<file path="src/rtl/hazard_scoreboard.sv">
// hazard_scoreboard: decode-stage hazard controller.
// Keeps a small counter per architectural register of issued instructions
// that still owe a write-back. It stalls decode on read-after-write hazards or
// when a destination counter is full. It also offers a drain handshake so the
// core can be emptied before interrupts, debug or stack swaps.
module hazard_scoreboard #(
  parameter int NREGS       = 32,
  parameter int CNT_W       = 2,
  parameter int STALL_LIMIT = 64
) (
  input  logic             clk_i,
  input  logic             rst_ni,
  input  logic             id_valid_i,
  input  logic [4:0]       id_rs_i,
  input  logic [4:0]       id_rt_i,
  input  logic             id_use_rs_i,
  input  logic             id_use_rt_i,
  input  logic             id_reg_write_i,
  input  logic [4:0]       id_dest_i,
  input  logic             wb_valid_i,
  input  logic [4:0]       wb_dest_i,
  input  logic             flush_i,
  input  logic             drain_req_i,
  output logic             stall_o,
  output logic             issue_o,
  output logic             bubble_o,
  output logic [NREGS-1:0] busy_map_o,
  output logic [5:0]       inflight_o,
  output logic             drain_done_o,
  output logic             err_underflow_o,
  output logic             stall_timeout_o
);

  localparam int SC_W = $clog2(STALL_LIMIT + 1);
  localparam logic [CNT_W-1:0] CNT_MAX   = '1;
  localparam logic [CNT_W-1:0] CNT_ONE   = CNT_W'(1);
  localparam logic [SC_W-1:0]  STALL_MAX = SC_W'(STALL_LIMIT);
  localparam logic [SC_W-1:0]  SC_ONE    = SC_W'(1);

  typedef enum logic [1:0] {RUN, DRAIN, IDLE} state_e;

  state_e           state_q, state_d;
  logic [CNT_W-1:0] cnt_q [NREGS];
  logic [CNT_W-1:0] cnt_d [NREGS];
  logic [5:0]       inflight_q, inflight_d;
  logic [SC_W-1:0]  stall_cnt_q, stall_cnt_d;
  logic             err_q, err_d;
  logic             tout_q, tout_d;
  logic             raw, sat;
  logic             inc, dec, same, dec_ok;
  logic             next_empty;

  // Hazard terms; register 0 is hard-wired and never creates a dependency.
  always_comb begin
    raw = id_valid_i &
          ((id_use_rs_i & (id_rs_i != 5'd0) & (cnt_q[id_rs_i] != '0)) |
           (id_use_rt_i & (id_rt_i != 5'd0) & (cnt_q[id_rt_i] != '0)));
    sat = id_valid_i & id_reg_write_i & (id_dest_i != 5'd0) &
          (cnt_q[id_dest_i] == CNT_MAX);
  end

  // Pipeline control; everything is forced low while reset is held.
  always_comb begin
    stall_o  = 1'b0;
    issue_o  = 1'b0;
    bubble_o = 1'b0;
    if (rst_ni) begin
      if (state_q == RUN) begin
        stall_o  = raw | sat;
        issue_o  = id_valid_i & ~(raw | sat) & ~flush_i;
        bubble_o = raw | sat | flush_i;
      end else begin
        stall_o  = 1'b1;
        bubble_o = 1'b1;
      end
    end
  end

  // Counter, running total and underflow update; an inc and dec on the same register cancel out.
  always_comb begin
    inc    = issue_o & id_reg_write_i & (id_dest_i != 5'd0);
    dec    = wb_valid_i & (wb_dest_i != 5'd0);
    same   = inc & dec & (id_dest_i == wb_dest_i);
    dec_ok = dec & ~same & (cnt_q[wb_dest_i] != '0);
    err_d  = err_q | (dec & ~same & (cnt_q[wb_dest_i] == '0));
    for (int r = 0; r < NREGS; r++) cnt_d[r] = cnt_q[r];
    if (inc & ~same) cnt_d[id_dest_i] = cnt_q[id_dest_i] + CNT_ONE;
    if (dec_ok)      cnt_d[wb_dest_i] = cnt_q[wb_dest_i] - CNT_ONE;
    inflight_d = inflight_q;
    case ({inc & ~same, dec_ok})
      2'b10:   if (inflight_q != 6'd63) inflight_d = inflight_q + 6'd1;
      2'b01:   if (inflight_q != 6'd0)  inflight_d = inflight_q - 6'd1;
      default: inflight_d = inflight_q;
    endcase
    next_empty = 1'b1;
    for (int r = 0; r < NREGS; r++) begin
      if (cnt_d[r] != '0) next_empty = 1'b0;
    end
  end

  // Stall-run watchdog: counts stalled RUN cycles, clears when decode moves, holds at the limit.
  always_comb begin
    stall_cnt_d = stall_cnt_q;
    if ((state_q == RUN) && stall_o) begin
      if (stall_cnt_q != STALL_MAX) stall_cnt_d = stall_cnt_q + SC_ONE;
    end else if (!stall_o) begin
      stall_cnt_d = '0;
    end
    tout_d = tout_q | (stall_cnt_d == STALL_MAX);
  end

  // Drain sequencing: stop issuing, wait for the scoreboard to empty, hold until released.
  always_comb begin
    state_d = state_q;
    unique case (state_q)
      RUN:     if (drain_req_i) state_d = next_empty ? IDLE : DRAIN;
      DRAIN:   if (!drain_req_i) state_d = RUN;
               else if (next_empty) state_d = IDLE;
      IDLE:    if (!drain_req_i) state_d = RUN;
      default: state_d = RUN;
    endcase
  end

  // State registers; reset discards every pending count at once.
  always_ff @(posedge clk_i or negedge rst_ni) begin
    if (!rst_ni) begin
      state_q     <= RUN;
      inflight_q  <= '0;
      stall_cnt_q <= '0;
      err_q       <= 1'b0;
      tout_q      <= 1'b0;
      for (int r = 0; r < NREGS; r++) cnt_q[r] <= '0;
    end else begin
      state_q     <= state_d;
      inflight_q  <= inflight_d;
      stall_cnt_q <= stall_cnt_d;
      err_q       <= err_d;
      tout_q      <= tout_d;
      for (int r = 0; r < NREGS; r++) cnt_q[r] <= cnt_d[r];
    end
  end

  // Status outputs derived only from registered state.
  always_comb begin
    busy_map_o = '0;
    for (int r = 1; r < NREGS; r++) busy_map_o[r] = (cnt_q[r] != '0);
    inflight_o      = inflight_q;
    drain_done_o    = (state_q == IDLE);
    err_underflow_o = err_q;
    stall_timeout_o = tout_q;
  end

endmodule

</file>
<file path="config.mk">
export PLATFORM = sky130hd
export DESIGN_NAME = hazard_scoreboard
export DESIGN_NICKNAME = d
export VERILOG_FILES = /design/src/rtl/hazard_scoreboard.sv
export SDC_FILE = /design/constraint.sdc
export NUM_CORES = 1
export LEC_CHECK = 0
export CAP_MARGIN = 20
export CORE_UTILIZATION = 60
export DETAILED_ROUTE_END_ITERATION = 7
export PLACE_DENSITY = 0.83
export SYNTH_ARGS = -nofsm -noshare
export SYNTH_HDL_FRONTEND = slang
export SYNTH_SLANG_ARGS = --single-unit
</file>
<file path="constraint.sdc">
create_clock -name clk_i -period 6.8 [get_ports clk_i]
set_clock_uncertainty 0.05 [all_clocks]
set_input_delay 1.36 -clock clk_i [delete_from_list [all_inputs] [get_ports clk_i]]
set_output_delay 1.36 -clock clk_i [all_outputs]
set_load 0.03 [all_outputs]
</file>
==> results_dict.tcl <==
set metrics [dict create \
    via_per_inst 7.58 \
    via_count 9210 \
    grt_pass1_wl_mm 52.7 \
    powerDensity_nw_per_um2 342 \
    synth_xor_area_frac 0.0164 \
    area_growth_pct 19.9 \
    grt-ovfl-total 0 \
    hold_buffers 0 \
    max_cap_violations 0 \
    synthCells 928 \
    synth_warnings 0 \
    cts_buffers 9 \
    ant_nets 0 \
    cts_setup_buffers 0 \
    dp_hpwl_mm 26.3 \
    core-area_um2 12800 \
    drc 24 \
    netlist_area_um2 8020 \
    grt_pass1_vias 8556 \
    end_kind "flop" \
    path_common_cell "buf_4" \
    dieArea_um2 13800 \
    finalHoldViolCount 0 \
    synth_area_leaders "dfrtp_1 (25%), mux4_2 (11%), mux2i_1 (6.5%)" \
    grt_antenna_before_repair 0 \
    utilization 0.750 \
    synthSimpleGateAreaFrac 0.250 \
    synth_top_family_by_area "simple AND/OR/NAND/NOR gates" \
    async_flop_share 1.00 \
    status "complete, but fails checks" \
    rsz0062_at_grt "false" \
    syn_avg_cell_area_um2 8.64 \
    drt_iter0_drc 1615 \
    routabilityCongestion 1.16 \
    worstSetupPathType "input pin to flop" \
    tightest_slew_ns 0.868 \
    synth_compound_gate_area_share 0.207 \
    grt_max_degree 63 \
    ys_ff_latch 81 \
    start_kind "input pin" \
    wl_per_cell_um 29.2 \
    critPathMaxFanout 23 \
    min_path_type "flop to flop" \
    leakage_uw 0.00398 \
    crit_arrival_ns 6.60 \
    period_share 0.943 \
    nets 1072 \
    setup_viol 0 \
    cts_tree "built" \
    track_usage 0.517 \
    synth_top_area_frac 0.253 \
    fmax_mhz 156 \
    wl_mm 35.5 \
    cts_resized 0 \
    whs_ns 0.437 \
    cpPeakStageDelay_ns 0.69 \
    required_ns 6.99 \
    synth_edf_count 0 \
    ir_drop_v 0.000326 \
    drt_pre_antenna_iters 8 \
    ys_seq_area_frac 0.253 \
    cp_slowest_cell "nor4_1" \
    min_period_ns 6.41 \
    start_util 0.625 \
    synthDistinctLibCells 88 \
    die_h_um 118 \
    cp_cell_sequence "clkdlybuf4s50_1, buf_12, mux4_2, mux4_2, nor2_1, a31oi_1, ha_1, nand2_1, a21oi_1, nor3_1, buf_4, nand3_2, buf_4, nor4_1, buf_4, mux2i_1, a22oi_1, o31ai_1, o2111ai_1, buf_4, o31a_1" \
    drive_gt1_frac 0.193 \
    postSynthNetCount 966 \
    cts.sinks 81 \
    die_x_um 118 \
    synth_largest_area_cell "dfrtp_1" \
    clk_pin_slew_ns 0.07 \
    fin_tns_setup_ns 0 \
    slew_headroom 0.422 \
    io_pins 73 \
    synth-main-ff-cell "dfrtp_1" \
    cts_root_buf "clkbuf_16" \
    finalMaxSlewViolations 0 \
    clockBufferDepth 2 \
    violations "design-rule violations" \
    rows 41 \
    numPortBuffers 71 \
    synthAdderAreaFrac 0.0150 \
    h-tree-depth 3 \
    worst_skew_pair.late_latency_ns 0.36 \
    synthMuxAreaShare 0.197 \
    fillers 990 \
]
[stage by stage]
stage	worst slack, ns	power (uW)	area, um2	instances
3_3_place_gp	0.206	2670	9330	1195
3_5_place_dp	0.178	2680	9330	1195
2_1_floorplan	0.307	1880	8020	928
4_1_cts	0.138	3160	9600	1211
6_report	0.388	3290	9620	1215
5_1_grt	0.268	3350	9610	1211
[report_power, final]
part / internal [uW] / total, uW / leakage (uW) / switching, uW
logic: 769 / 1890 / 0.00280 / 1120
clock network: 252 / 482 / 0.000142 / 230
registers: 618 / 915 / 0.00104 / 297
total: 1640 / 3290 / 0.00398 / 1650
[layout make-up]
type | count | area [um2] | area share
inverters | 41 | 154 | 0.0160
repair buffers | 164 | 1430 | 0.149
flip-flops and latches | 81 | 2030 | 0.211
multi-input cells | 737 | 5510 | 0.572
well taps | 172 | 215 | 0.0224
clock buffers | 9 | 225 | 0.0234
diodes | 4 | 10.0 | 0.00104
clock inverters | 7 | 52.6 | 0.00546
[placed cells by master (no fill, tap or decap), types with 9 or more instances in the layout]
master / instances
nor2b_1: 9
a31oi_1: 10
clkbuf_16: 9
and3_1: 12
nor2_1: 69
a21oi_1: 58
nand4_1: 21
or3_1: 17
mux4_2: 38
and2_1: 14
mux2i_1: 52
mux2_2: 11
buf_4: 93
nand2_1: 71
or2_2: 11
xnor2_1: 11
a21o_1: 10
clkdlybuf4s50_1: 66
a22oi_1: 15
nor4_1: 16
inv_1: 38
o21ai_0: 40
dfrtp_1: 81
nand3_1: 31
nor3_1: 45
o31ai_1: 14
a211oi_1: 14
o211ai_1: 9
[worst max-delay path, delay by kind of cell]
family | cells | cell delay [ns]
buf+inv | 6 | 1.62
compound gates | 6 | 0.89
simple gates | 5 | 1.26
mux | 3 | 1.27
fa+ha+maj | 1 | 0.20
[kinds of logic after synthesis]
| group | after synthesis |
|---|---|
| AND/OR/NAND/NOR | 370 |
| AO/OA/AOI/OAI | 237 |
| buffers and inverters | 110 |
| multiplexers | 105 |
| flip-flops | 81 |
| XOR/XNOR | 15 |
| adder cells (fa/ha/maj) | 9 |
| other | 1 |
[synth_stat cells (17+ instances only)]
cell type and count:
inv_1 38, nand3_1 31, mux4_2 38, mux2i_1 52
a21oi_1 58, clkbuf_1 39, dfrtp_1 81, o21ai_0 40
nor2_1 69, nand2_1 71, nor3_1 45, nand4_1 21
or3_1 17
[layer usage]
layer,part of all wire,GRT usage,routed length (um),vias up
li1,-,-,-,3757
met1,0.35,0.659,12300,4224
met2,0.40,0.734,14300,960
met3,0.17,0.197,5910,269
met4,0.083,0.319,2940,0
met5,0,0.0221,0,-
[worst paths after layout]
check	from	endpoint	slack [ns]	depth (start not counted)
worst max-delay path	id_dest_i[0]	state_q[0]	0.39	21
worst min-delay path	err_underflow_o	err_underflow_o	0.44	1
worst max register to register	cnt_q[7]	state_q[0]	1.54	19
worst min register to register	err_underflow_o	err_underflow_o	0.44	1
max in group asynchronous	rst_ni	cnt_q[58]	4.72	2
min in group asynchronous	rst_ni	cnt_q[13]	0.84	1
[flip-flops by register name (all words and copies together), names as in the netlist]
signal / cells
stall_timeout_o: 1
cnt_q: 64
state_q: 2
inflight_o: 6
stall_cnt_q: 7
err_underflow_o: 1
Power figures use the tool's default switching activity.
